### src/rtl/uart_rx_word_pkg.sv
// rtl/uart_rx_word_pkg.sv - shared receiver state encoding and framing constants
package uart_rx_word_pkg;

  typedef enum logic [2:0] {
    ST_IDLE  = 3'd0,
    ST_START = 3'd1,
    ST_DATA  = 3'd2,
    ST_STOP  = 3'd3,
    ST_BREAK = 3'd4
  } rx_state_t;

  localparam int DEFAULT_CLKS_PER_BIT = 434;
  localparam int BYTE_BITS            = 8;

endpackage

### src/rtl/rx_word_fifo.sv
// rtl/rx_word_fifo.sv - first-word-fall-through word FIFO with occupancy count
module rx_word_fifo #(
  parameter int FIFO_DEPTH = 4,
  parameter int FIFO_AW    = 2,
  parameter int DATA_W     = 16
) (
  input  logic               clk,
  input  logic               rst,
  input  logic               push,
  input  logic [DATA_W-1:0]  push_data,
  input  logic               pop,
  output logic [DATA_W-1:0]  rd_data,
  output logic               full,
  output logic               empty,
  output logic [FIFO_AW:0]   count
);

  logic [DATA_W-1:0]  mem [FIFO_DEPTH];
  logic [FIFO_AW-1:0] wr_ptr;
  logic [FIFO_AW-1:0] rd_ptr;
  logic               pop_ok;
  logic               push_ok;

  assign full    = (count == (FIFO_AW+1)'(FIFO_DEPTH));
  assign empty   = (count == '0);
  assign rd_data = mem[rd_ptr];
  // A same-cycle pop frees the slot, so a push into a full FIFO still lands.
  assign pop_ok  = pop && !empty;
  assign push_ok = push && (!full || pop_ok);

  always_ff @(posedge clk or posedge rst) begin
    if (rst) begin
      wr_ptr <= '0;
      rd_ptr <= '0;
      count  <= '0;
      for (int i = 0; i < FIFO_DEPTH; i++) begin
        mem[i] <= '0;
      end
    end else begin
      if (push_ok) begin
        mem[wr_ptr] <= push_data;
        wr_ptr      <= wr_ptr + 1'b1;
      end
      if (pop_ok) begin
        rd_ptr <= rd_ptr + 1'b1;
      end
      if (push_ok && !pop_ok) begin
        count <= count + 1'b1;
      end else if (!push_ok && pop_ok) begin
        count <= count - 1'b1;
      end
    end
  end

endmodule

### src/rtl/uart_rx_word.sv
// rtl/uart_rx_word.sv - 8N1 UART receiver pairing bytes high-then-low into a word FIFO
module uart_rx_word
  import uart_rx_word_pkg::*;
#(
  parameter int CLKS_PER_BIT = DEFAULT_CLKS_PER_BIT,
  parameter int FIFO_DEPTH   = 4,
  parameter int FIFO_AW      = 2,
  parameter int TIMEOUT_BITS = 20
) (
  input  logic             clk,
  input  logic             rst,
  input  logic             rx_serial,
  input  logic             rd_en,
  input  logic             clr_err,
  output logic [15:0]      rd_data,
  output logic             rd_valid,
  output logic             byte_valid,
  output logic [7:0]       byte_out,
  output logic [FIFO_AW:0] fifo_count,
  output logic             framing_err,
  output logic             overrun
);

  localparam int CNT_W = $clog2(CLKS_PER_BIT);
  localparam int TO_W  = $clog2(TIMEOUT_BITS + 1);
  localparam logic [CNT_W-1:0] HALF_LAST = CNT_W'(CLKS_PER_BIT / 2 - 1);
  localparam logic [CNT_W-1:0] BIT_LAST  = CNT_W'(CLKS_PER_BIT - 1);
  localparam logic [TO_W-1:0]  TO_LAST   = TO_W'(TIMEOUT_BITS);
  localparam logic [2:0]       IDX_LAST  = 3'(BYTE_BITS - 1);

  rx_state_t        state, state_n;
  logic             rx_meta, rx_s, armed;
  logic [CNT_W-1:0] cnt, cnt_n;
  logic [2:0]       idx, idx_n;
  logic [7:0]       shift, shift_n;
  logic             good_byte, frame_bad;
  logic             hi_pending;
  logic [7:0]       hi_byte;
  logic [CNT_W-1:0] to_cnt;
  logic [TO_W-1:0]  to_bits;
  logic             to_active, to_fire;
  logic             push, full, empty;

  // Sync flops reset low so armed waits for a genuine idle-high line.
  always_ff @(posedge clk or posedge rst) begin
    if (rst) begin
      rx_meta <= 1'b0;
      rx_s    <= 1'b0;
      armed   <= 1'b0;
    end else begin
      rx_meta <= rx_serial;
      rx_s    <= rx_meta;
      if (rx_s) armed <= 1'b1;
    end
  end

  always_ff @(posedge clk or posedge rst) begin
    if (rst) begin
      state <= ST_IDLE;
      cnt   <= '0;
      idx   <= '0;
      shift <= '0;
    end else begin
      state <= state_n;
      cnt   <= cnt_n;
      idx   <= idx_n;
      shift <= shift_n;
    end
  end

  always_comb begin
    state_n   = state;
    cnt_n     = cnt;
    idx_n     = idx;
    shift_n   = shift;
    good_byte = 1'b0;
    frame_bad = 1'b0;
    case (state)
      ST_IDLE: begin
        if (armed && !rx_s) begin
          state_n = ST_START;
          cnt_n   = '0;
        end
      end
      ST_START: begin
        if (cnt == HALF_LAST) begin
          cnt_n   = '0;
          idx_n   = '0;
          state_n = rx_s ? ST_IDLE : ST_DATA;
        end else begin
          cnt_n = cnt + 1'b1;
        end
      end
      ST_DATA: begin
        if (cnt == BIT_LAST) begin
          cnt_n        = '0;
          shift_n[idx] = rx_s;
          if (idx == IDX_LAST) state_n = ST_STOP;
          else                 idx_n   = idx + 1'b1;
        end else begin
          cnt_n = cnt + 1'b1;
        end
      end
      ST_STOP: begin
        if (cnt == BIT_LAST) begin
          cnt_n = '0;
          if (rx_s) begin
            good_byte = 1'b1;
            state_n   = ST_IDLE;
          end else begin
            frame_bad = 1'b1;
            state_n   = ST_BREAK;
          end
        end else begin
          cnt_n = cnt + 1'b1;
        end
      end
      ST_BREAK: begin
        if (rx_s) state_n = ST_IDLE;
      end
      default: state_n = ST_IDLE;
    endcase
  end

  always_ff @(posedge clk or posedge rst) begin
    if (rst) begin
      byte_valid <= 1'b0;
      byte_out   <= '0;
    end else begin
      byte_valid <= good_byte;
      if (good_byte) byte_out <= shift;
    end
  end

  // A dangling high byte expires after TIMEOUT_BITS idle bit periods.
  assign to_active = hi_pending && (state == ST_IDLE);
  assign to_fire   = to_active && (to_bits == TO_LAST);

  always_ff @(posedge clk or posedge rst) begin
    if (rst) begin
      to_cnt  <= '0;
      to_bits <= '0;
    end else if (!to_active) begin
      to_cnt  <= '0;
      to_bits <= '0;
    end else if (to_cnt == BIT_LAST) begin
      to_cnt  <= '0;
      to_bits <= to_bits + 1'b1;
    end else begin
      to_cnt <= to_cnt + 1'b1;
    end
  end

  assign push = byte_valid && hi_pending;

  always_ff @(posedge clk or posedge rst) begin
    if (rst) begin
      hi_pending <= 1'b0;
      hi_byte    <= '0;
    end else if (frame_bad || to_fire) begin
      hi_pending <= 1'b0;
    end else if (byte_valid) begin
      if (hi_pending) begin
        hi_pending <= 1'b0;
      end else begin
        hi_byte    <= byte_out;
        hi_pending <= 1'b1;
      end
    end
  end

  always_ff @(posedge clk or posedge rst) begin
    if (rst) begin
      framing_err <= 1'b0;
      overrun     <= 1'b0;
    end else begin
      if (frame_bad)    framing_err <= 1'b1;
      else if (clr_err) framing_err <= 1'b0;
      if (push && full && !rd_en) overrun <= 1'b1;
      else if (clr_err)           overrun <= 1'b0;
    end
  end

  rx_word_fifo #(
    .FIFO_DEPTH (FIFO_DEPTH),
    .FIFO_AW    (FIFO_AW),
    .DATA_W     (16)
  ) u_fifo (
    .clk       (clk),
    .rst       (rst),
    .push      (push),
    .push_data ({hi_byte, byte_out}),
    .pop       (rd_en),
    .rd_data   (rd_data),
    .full      (full),
    .empty     (empty),
    .count     (fifo_count)
  );

  assign rd_valid = !empty;

endmodule

### config.mk
export PLATFORM = sky130hd
export DESIGN_NAME = uart_rx_word
export DESIGN_NICKNAME = d
export VERILOG_FILES = /design/src/rtl/uart_rx_word_pkg.sv /design/src/rtl/rx_word_fifo.sv /design/src/rtl/uart_rx_word.sv
export SDC_FILE = /design/constraint.sdc
export NUM_CORES = 1
export LEC_CHECK = 0
export CORE_MARGIN = 5
export CORE_UTILIZATION = 54
export DETAILED_ROUTE_END_ITERATION = 8
export PLACE_DENSITY = 0.78
export SLEW_MARGIN = 25
export SYNTH_ARGS = -nofsm -noshare
export SYNTH_HDL_FRONTEND = slang
export SYNTH_SLANG_ARGS = --single-unit
export TNS_END_PERCENT = 10
### constraint.sdc
create_clock -name clk -period 4.1 [get_ports clk]
set_input_delay 0.615 -clock clk [delete_from_list [all_inputs] [get_ports clk]]
set_output_delay 0.615 -clock clk [all_outputs]
set_load 0.005 [all_outputs]
==> results of run 1 <==
## path summary, 6_finish.rpt
check / to / slack [ps]
hold / removal: rx_s / 350
max in group asynchronous: hi_pending / 2810
setup reg to reg: u_fifo.count[1] / 1810
min in group asynchronous: framing_err / 710
hold reg to reg: rx_s / 350
setup / recovery: rd_data[11] / 1030
## power by group through the flow
stage	Clock, mW	Combinational (mW)	Sequential, mW
5_1_grt	1.58	0.562	1.54
6_report	1.49	0.506	1.51
4_1_cts	1.52	0.510	1.52
3_5_place_dp	0	0.508	1.54
3_3_place_gp	0	0.490	1.53
2_1_floorplan	0	0.433	1.44
## routing by layer
layer	up-vias	global-route usage (%)	wire, um
met5	-	0	0
met4	0	4.64	63
met3	4	5.22	326
met2	45	33.9	6180
met1	1897	22.2	4710
li1	1706	-	-
## sequential cells by signal, summed over array words and instances, names as in the netlist, 5 cells and up
signal,cells
shift,8
cnt,9
hi_byte,8
to_bits,5
u_fifo.mem,64
byte_out,8
to_cnt,9
## final cells by class
class / count / area (sq um) / area share (%)
sequential: 131 / 3280 / 45.9
multi-input combinational: 285 / 2620 / 36.6
clock buffer: 24 / 502 / 7.02
timing repair buffer: 40 / 400 / 5.60
tap: 140 / 175 / 2.45
clock inverter: 7 / 96.3 / 1.35
inverter: 19 / 75.1 / 1.05
## metrics by stage
| step | std cells | instance area (sq um) |
|---|---|---|
| 6_report | 646 | 7140 |
| 5_1_grt | 646 | 7140 |
| 4_1_cts | 646 | 7140 |
| 3_5_place_dp | 615 | 6550 |
| 3_3_place_gp | 615 | 6550 |
| 2_1_floorplan | 450 | 6060 |
## cell usage after synthesis (2+ instances only)
master / number
nand4_1: 4
buf_4: 5
nand3_1: 11
inv_1: 19
mux2_4: 8
mux4_2: 16
nand2_2: 4
or2_2: 2
o22ai_1: 2
nor4_1: 2
dfrtp_1: 131
or3_1: 3
nor2_1: 26
nor3_1: 12
buf_1: 2
and4b_2: 2
nand2b_1: 3
nand2_1: 25
ha_1: 14
buf_2: 2
mux2i_1: 2
a21oi_1: 4
clkbuf_1: 4
mux2_2: 84
nor2b_1: 3
xnor2_1: 13
o21ai_0: 14
o211ai_1: 5
xor2_1: 5
a21o_1: 2
## logic make-up after synthesis
family | after synthesis | synth area share (%)
xor gates and xnor gates | 18 | 2.60
AOI/OAI and AO/OA | 35 | 4.24
and+or+nand+nor | 107 | 9.28
DFF | 131 | 54.2
buffers and inverters | 34 | 2.60
adders and majority gates | 15 | 3.22
muxes | 110 | 23.9
==> results.md, run 1 <==
* Critical-path cell list: mux4_2 -> clkdlybuf4s50_1
* Max FO, Critical Path at 15
* Final core utilization at 65.3%
* Total CTS buffers at 17
* CP bufs+invs at 1
* Worst skew pair latency at 400 ps
* Die ar. at 13400 sq um
* Final hold vios at 0
* Antenna Nets Post-Route at 0
* Outcome: finished, final reports clean
* Worst Setup SP: u_fifo.rd_ptr[1]
* Tot GR Track Use at 18.8%
* Initial core utilization at 55.4%
* Mapped cell area at 6050 sq um
* RSZ-0062 raised after global routing: no
* Number of synthesized flops with an enable pin at 0
* N_diodes at 0
* Worst-margin pin slew at 943 ps
* Clock power frac at 42.5%
* Top FF cell, synth: dfrtp_1
* Yosys top cell by area: dfrtp_1
* Static leakage at 3.33 nW
* Worst VDD drop at 301 uV
* Sw Ratio at 26.2%
* Avg Vias per Cell at 5.65
* First-pass GRT wire length at 19400 um
* Place WS at 1150 ps
* Mapped Cells at 450
* Final period util at 74.8%
* CP top delay family: flip-flops
* Most area-consuming cells after synthesis: dfrtp_1, mux2_2, mux4_2
* Internal at 2.59 mW
* Commonest cells after routing, fill and taps aside: dfrtp_1, mux2_2, clkdlybuf4s50_1
* Synth unique cells at 51
* Fin crit period at 3070 ps
* Hold slack at 346 ps
* Worst stage delay on the critical path at 960 ps
* Post-DP HPWL at 7250 um
* Routed WL per cell at 17.5 um
* Yosys reg bits at 131
* Overall power at 3.51 mW
* Commonest non-fill, non-tap cell in the layout: dfrtp_1
* Seq/Total Area, Yosys at 54.2%
* IO Count at 36
* Die X at 116 um
* Hold path depth at 0
* # rows at 38
* Initial antenna violation count at 0
* DRC viols at 0
* Synth warn at 0
* Sink Count at 131
* Hold Path Class: flop to flop
* Worst-case reg-to-reg path depth at 6
* Drt pass-1 iters at 4
* Share of cells above drive strength 1 at 31.6%
* Post-CTS sizing at 0
* F_max at 0.326 GHz
* Max Slew Vio Count at 0
* CP Class: flop to primary output
* Slowest CP cell: dfrtp_1
* Core area at 10900 sq um
* CTS root buffer: clkbuf_16
* Clock buffer depth at 2
* FFs w/ async S/R, synth at 100%
* Sequential power share at 43.1%
* Post-synth top area share at 54.2%
* Setup Buffers After CTS at 0
* Mean Syn Cell Area at 13.5 sq um
* Pwr Density at 491 nW/um^2
* Setup TNS at 0 ps
* Drt total wl at 11300 um
* Psw at 0.919 mW
* FILL cells at 792
* H-tree level count at 4
* Largest net degree at the start of global routing at 132
* Setup violations, final at 0
* CTS clk-pin slew, worst paths at 50 ps
* Placer Congestion at 0.848
* Cts-stage hold buffer count at 0
* Total grt overflow at 0
* Area grow syn2layout at 18.0%
* Max-slew headroom at 37.1%
* CTS tree: yes
* Min-delay src: rx_meta
* CP arrival at 2450 ps
* Clock Skew at 8.28 ps
* RR Startpoint: u_fifo.count[0]
* # nets final at 514
* Critical path startpoint category: flop
* Vias in the first global route at 3910
* Port bufs at 35
* Crit. path cell count at 2
* Die Ht at 116 um
* WP data required at 3480 ps
* Via count at 3652
* Max-Cap Viols at 0
* Critical path endpoint category: primary output
* Comb pwr share at 14.4%
* Setup slack after layout at 1030 ps
* DRT iter0 DRCs at 272
* Post-Syn Nets at 470
Power figures use the tool's default switching activity.
==> run 2, diff against run 1 <==
==> constraint.sdc (replaced) <==
create_clock -name clk -period 2.62 [get_ports clk]
set_input_delay 0.393 -clock clk [delete_from_list [all_inputs] [get_ports clk]]
set_output_delay 0.393 -clock clk [all_outputs]
set_load 0.005 [all_outputs]
==> results.md, run 2 (same netlist as run 1, synthesis figures left out) <==
* Outcome: finished, final reports clean (unchanged)
* Die X at 116 um (unchanged)
* Pwr Density at 749 nW/um^2 (was 491 nW/um^2)
* Inst Count DP at 619 (was 615)
* Max-slew headroom at 62.3% (was 37.1%)
* Internal at 3.93 mW (was 2.59 mW)
* # nets final at 518 (was 514)
* Cts-stage hold buffer count at 0 (unchanged)
* Die Ht at 116 um (unchanged)
* Sink Count at 131 (unchanged)
* Placed Area at 6650 sq um (was 6550 sq um)
* Drt total wl at 11400 um (was 11300 um)
* CP top delay family: buffers and inverters (was flip-flops)
* CP bufs+invs at 2 (was 1)
* Largest net degree at the start of global routing at 75 (was 132)
* Vias in the first global route at 3900 (was 3910)
* DRT iter0 DRCs at 210 (was 272)
* Setup Buffers After CTS at 0 (unchanged)
* Static leakage at 3.37 nW (was 3.33 nW)
* Via count at 3695 (was 3652)
* IO Count at 36 (unchanged)
* CTS clk-pin slew, worst paths at 60 ps (was 50 ps)
* H-tree level count at 4 (unchanged)
* Top Metal Used: met4 (unchanged)
* M1 WL at 4980 um (was 4710 um)
* Commonest non-fill, non-tap cell in the layout: dfrtp_1 (unchanged)
* Clock Skew at 8.24 ps (was 8.28 ps)
* WL met2 at 5850 um (was 6180 um)
* Largest regs: u_fifo.mem x64, cnt x9, to_cnt x9 (unchanged)
* WP data required at 2230 ps (was 3480 ps)
* Max-Cap Viols at 0 (unchanged)
* Port bufs at 35 (unchanged)
* Worst VDD drop at 558 uV (was 301 uV)
* Final hold vios at 0 (unchanged)
* Initial antenna violation count at 0 (unchanged)
* CTS root buffer: clkbuf_16 (unchanged)
* Slowest CP cell: mux4_2 (was dfrtp_1)
* Total CTS buffers at 17 (unchanged)
* Avg Vias per Cell at 5.68 (was 5.65)
* DR WL met3 at 361 um (was 326 um)
* Hold Path Class: input port to async pin (was flop to flop)
* Worst skew pair latency at 410 ps (was 400 ps)
* First-pass GRT wire length at 19600 um (was 19400 um)
* Comb pwr share at 17.0% (was 14.4%)
* Setup TNS at 0 ps (unchanged)
* CP arrival at 2100 ps (was 2450 ps)
* Placer Congestion at 0.814 (was 0.848)
* DRC viols at 0 (unchanged)
* F_max at 0.402 GHz
* Fin crit period at 2490 ps
* Setup violations, final at 0 (unchanged)
* Critical-path cell list: buf_4 -> mux4_2 -> clkdlybuf4s50_1 (was mux4_2 -> clkdlybuf4s50_1)
* Total grt overflow at 0 (unchanged)
* Critical path endpoint category: primary output (unchanged)
* Sequential power share at 41.7% (was 43.1%)
* Sw Ratio at 27.2% (was 26.2%)
* Worst-case reg-to-reg path depth at 6 (unchanged)
* Share of cells above drive strength 1 at 32.4% (was 31.6%)
* Final Instance Area at 7220 sq um (was 7140 sq um)
* Max FO, Critical Path at 18 (was 15)
* RSZ-0062 raised after global routing: no (unchanged)
* Area grow syn2layout at 19.2% (was 18.0%)
* Psw at 1.47 mW (was 0.919 mW)
* CP Class: flop to primary output (unchanged)
* Reg with most FFs: u_fifo.mem (unchanged)
* Post-CTS sizing at 0 (unchanged)
* # rows at 38 (unchanged)
* CTS tree: yes (unchanged)
* Routed WL per cell at 17.5 um (about the same)
* Final period util at 95.0%
* N_diodes at 0 (unchanged)
* Worst-margin pin slew at 564 ps (was 943 ps)
* Critical path startpoint category: flop (unchanged)
* Antenna Nets Post-Route at 0 (unchanged)
* Tot GR Track Use at 18.9% (was 18.8%)
* Die ar. at 13400 sq um (unchanged)
* Crit. path cell count at 3 (was 2)
* Initial core utilization at 55.4% (unchanged)
* Finished Layout Cells at 650 (was 646)
* Clock power frac at 41.4% (was 42.5%)
* Commonest cells after routing, fill and taps aside: dfrtp_1, mux2_2, clkdlybuf4s50_1 (unchanged)
* Clock buffer depth at 2 (unchanged)
* Drt pass-1 iters at 4 (unchanged)
* Largest register FFs at 64 (unchanged)
* FF-to-FF setup slack at 400 ps (was 1810 ps)
* Max Slew Vio Count at 0 (unchanged)
* Core area at 10900 sq um (unchanged)
* Post-DP HPWL at 7520 um (was 7250 um)
* Worst stage delay on the critical path at 550 ps (was 960 ps)
-- run 2: per-stage QoR --
step                      util, %  setup slack (ps)  power [mW]  hold slack [ps]
after floorplan                 -               525        2.93              331
after global placement       60.8              31.6        3.17              332
after detailed placement     60.8              19.6        3.21              339
after CTS                    66.0              96.1        5.46              351
after global routing         66.0              56.6        5.66              361
final                        66.0               130        5.40              343
-- run 2: worst paths after layout --
| check | from | to |
|---|---|---|
| max | u_fifo.rd_ptr[0] | rd_data[15] |
| min | rst | to_bits[4] |
| max reg2reg | u_fifo.count[0] | u_fifo.count[1] |
| min reg2reg | rx_meta | rx_s |
| max in group asynchronous | rst | u_fifo.mem[54] |
| min in group clk | rx_meta | rx_s |
-- run 2: power groups by stage --
stage | Combinational [mW] | Clock [mW] | Sequential, mW
final | 0.916 | 2.24 | 2.25
after global routing | 1.00 | 2.39 | 2.27
after global placement | 0.895 | 0 | 2.28
after CTS | 0.927 | 2.29 | 2.25
after detailed placement | 0.924 | 0 | 2.29
after floorplan | 0.677 | 0 | 2.25
-- run 2: layout make-up --
cell class,instances,area [sq um]
fillers,778,3720
flip-flops and latches,131,3280
multi-input cells,285,2620
repair buffers,44,505
clock buffers,18,429
well taps,140,175
clock inverters,13,136
inverters,19,75.1
-- run 2: per-layer routing --
| metal | GRT usage (%) | vias up |
|---|---|---|
| li1 | - | 1715 |
| met1 | 24.4 | 1897 |
| met2 | 31.1 | 62 |
| met3 | 4.33 | 21 |
| met4 | 7.58 | 0 |
| met5 | 0 | - |
==> run 3, diff against run 2 <==
--- a/config.mk
+++ b/config.mk
@@ -5,10 +5,10 @@
 export SDC_FILE = /design/constraint.sdc
 export NUM_CORES = 1
 export LEC_CHECK = 0
-export CORE_MARGIN = 5
-export CORE_UTILIZATION = 54
+export ABC_CLOCK_PERIOD_IN_PS = 2500
+export CORE_UTILIZATION = 59
 export DETAILED_ROUTE_END_ITERATION = 8
-export PLACE_DENSITY = 0.78
+export PLACE_DENSITY = 0.81
 export SLEW_MARGIN = 25
 export SYNTH_ARGS = -nofsm -noshare
 export SYNTH_HDL_FRONTEND = slang
==> constraint.sdc (replaced) <==
create_clock -name clk -period 2.5 [get_ports clk]
set_input_delay 0.375 -clock clk [delete_from_list [all_inputs] [get_ports clk]]
set_output_delay 0.375 -clock clk [all_outputs]
set_load 0.005 [all_outputs]
==> results.md, run 3 (same netlist as run 1, synthesis figures left out) <==
* Outcome: finished, final reports clean (unchanged)
* Clock power frac at 41.2% (was 41.4%)
* Worst VDD drop at 460 uV (was 558 uV)
* Port bufs at 35 (unchanged)
* DRC viols at 0 (unchanged)
* Tot GR Track Use at 25.7% (was 18.9%)
* Clock buffer depth at 2 (unchanged)
* Initial core utilization at 61.4% (was 55.4%)
* Total grt overflow at 0 (unchanged)
* Sequential power share at 40.4% (was 41.7%)
* Worst-margin pin slew at 556 ps (was 564 ps)
* Commonest non-fill, non-tap cell in the layout: dfrtp_1 (unchanged)
* Setup TNS at 0 ps (unchanged)
* Largest regs: u_fifo.mem x64, cnt x9, to_cnt x9 (unchanged)
* Commonest cells after routing, fill and taps aside: dfrtp_1, mux2_2, nor2_1 (was dfrtp_1, mux2_2, clkdlybuf4s50_1)
* Static leakage at 3.72 nW (was 3.37 nW)
* Die ar. at 10700 sq um (was 13400 sq um)
* Critical path startpoint category: flop (unchanged)
* Sequential cell area at 3280 sq um (about the same)
* Total CTS buffers at 17 (unchanged)
* IO Count at 36 (unchanged)
* RSZ-0062 raised after global routing: no (unchanged)
* DRT iter0 DRCs at 146 (was 210)
* CTS tree: yes (unchanged)
* Placer Congestion at 0.794 (was 0.814)
* CP bufs+invs at 2 (unchanged)
* Max-Cap Viols at 0 (unchanged)
* Internal at 4.28 mW (was 3.93 mW)
* Post-DP HPWL at 7400 um (was 7520 um)
* WP data required at 2120 ps (was 2230 ps)
* Sw Ratio at 27.5% (was 27.2%)
* CP Class: flop to primary output (unchanged)
* CTS clk-pin slew, worst paths at 60 ps (about the same)
* Sink Count at 131 (unchanged)
* Cts-stage hold buffer count at 0 (unchanged)
* Reg with most FFs: u_fifo.mem (unchanged)
* CP arrival at 2030 ps (was 2100 ps)
* CP top delay family: buffers and inverters (unchanged)
* Final core utilization at 74.9% (was 66.0%)
* # rows at 36 (was 38)
* Pwr Density at 798 nW/um^2 (was 749 nW/um^2)
* Vias in the first global route at 4015 (was 3900)
* FILL cells at 582 (was 778)
* Die Ht at 103 um (was 116 um)
* Max FO, Critical Path at 8 (was 18)
* Psw at 1.62 mW (was 1.47 mW)
* Placed Area at 6720 sq um (was 6650 sq um)
* Initial antenna violation count at 0 (unchanged)
* Hold slack at 246 ps (was 343 ps)
* Final Instance Area at 7390 sq um (was 7220 sq um)
* Drt pass-1 iters at 4 (unchanged)
* N_diodes at 0 (unchanged)
* Critical-path cell list: buf_12 -> mux4_2 -> clkdlybuf4s50_1 (was buf_4 -> mux4_2 -> clkdlybuf4s50_1)
* Largest net degree at the start of global routing at 31 (was 75)
* F_max at 0.416 GHz
* Slowest CP cell: mux4_2 (unchanged)
* Area grow syn2layout at 22.1% (was 19.2%)
* Max-slew headroom at 62.9% (was 62.3%)
* Final hold vios at 0 (unchanged)
* Max Slew Vio Count at 0 (unchanged)
* Worst skew pair latency at 530 ps (was 410 ps)
* Multi-input logic area at 2620 sq um (unchanged)
* Antenna Nets Post-Route at 0 (unchanged)
* First-pass GRT wire length at 20100 um (was 19600 um)
* H-tree level count at 4 (unchanged)
* Clock Skew at 9.23 ps (was 8.24 ps)
* Fin crit period at 2400 ps
* Die X at 103 um (was 116 um)
* Comb pwr share at 18.4% (was 17.0%)
* Worst stage delay on the critical path at 480 ps (was 550 ps)
* Final period util at 96.2%
* CTS root buffer: clkbuf_8 (was clkbuf_16)
* Hold Path Class: input port to async pin (unchanged)
* Largest register FFs at 64 (unchanged)
* Drt total wl at 12500 um (was 11400 um)
* Avg Vias per Cell at 5.73 (was 5.68)
* Overall power at 5.90 mW (was 5.40 mW)
* # nets final at 529 (was 518)
* Critical path endpoint category: primary output (unchanged)
* Share of cells above drive strength 1 at 34.3% (was 32.4%)
* Setup violations, final at 0 (unchanged)
* Via count at 3755 (was 3695)
* Core area at 9860 sq um (was 10900 sq um)
* Routed WL per cell at 19.1 um (was 17.5 um)
run 3: cell types whose count changed in the layout (fill, tap and decap cells not counted), sizes merged:
cell           delta
buf              +10
clkdlybuf4s50    -15
inv               +1
clkbuf            +4
clkinv            -4
clkinvlp          +1
dlymetal6s2s     +15
run 3: layout make-up:
class	count	area share (%)
flip-flops and latches	131	44.4
repair buffers	55	9.04
inverters	19	1.02
multi-input cells	285	35.4
clock buffers	21	6.21
well taps	133	2.25
clock inverters	11	1.69
run 3: worst paths after layout:
| check | startpoint | end | slack (ps) | depth (start not counted) |
|---|---|---|---|---|
| min in group clk | rx_serial | rx_meta | 290 | 1 |
| worst min-delay path | rst | byte_out[1] | 250 | 2 |
| worst max register to register | cnt[1] | byte_out[7] | 360 | 6 |
| worst max-delay path | u_fifo.rd_ptr[0] | rd_data[15] | 100 | 3 |
| worst min register to register | rx_meta | rx_s | 350 | 0 |
| max in group asynchronous | rst | u_fifo.mem[47] | 1680 | 3 |
run 3: metal layers:
metal | global-route usage, % | vias up | wire [um]
li1 | - | 1727 | -
met1 | 30.4 | 1937 | 5260
met2 | 44.9 | 74 | 6680
met3 | 6.65 | 17 | 367
met4 | 10.6 | 0 | 190
met5 | 0 | - | 0
run 3: power groups by stage:
stage	registers [mW]	logic [mW]	clock network [mW]
finish	2.38	1.08	2.43
CTS	2.37	1.05	2.47
global route	2.40	1.19	2.56
floorplan	2.36	0.709	0
global placement	2.40	0.972	0
detailed placement	2.41	1.01	0
run 3: what timing repair did:
item | CTS | global route
setup buffers | 3 | 0
setup endpoints to repair | 4 | 15
resized for setup | 1 | 16
pin swaps | 0 | 0
gates cloned | 0 | 1
run 3: per-stage QoR:
stage,cells,setup WS (ps)
floorplan,450,405
global placement,619,107
detailed placement,619,88.7
CTS,654,4.50
global route,655,16.6
finish,655,95.2
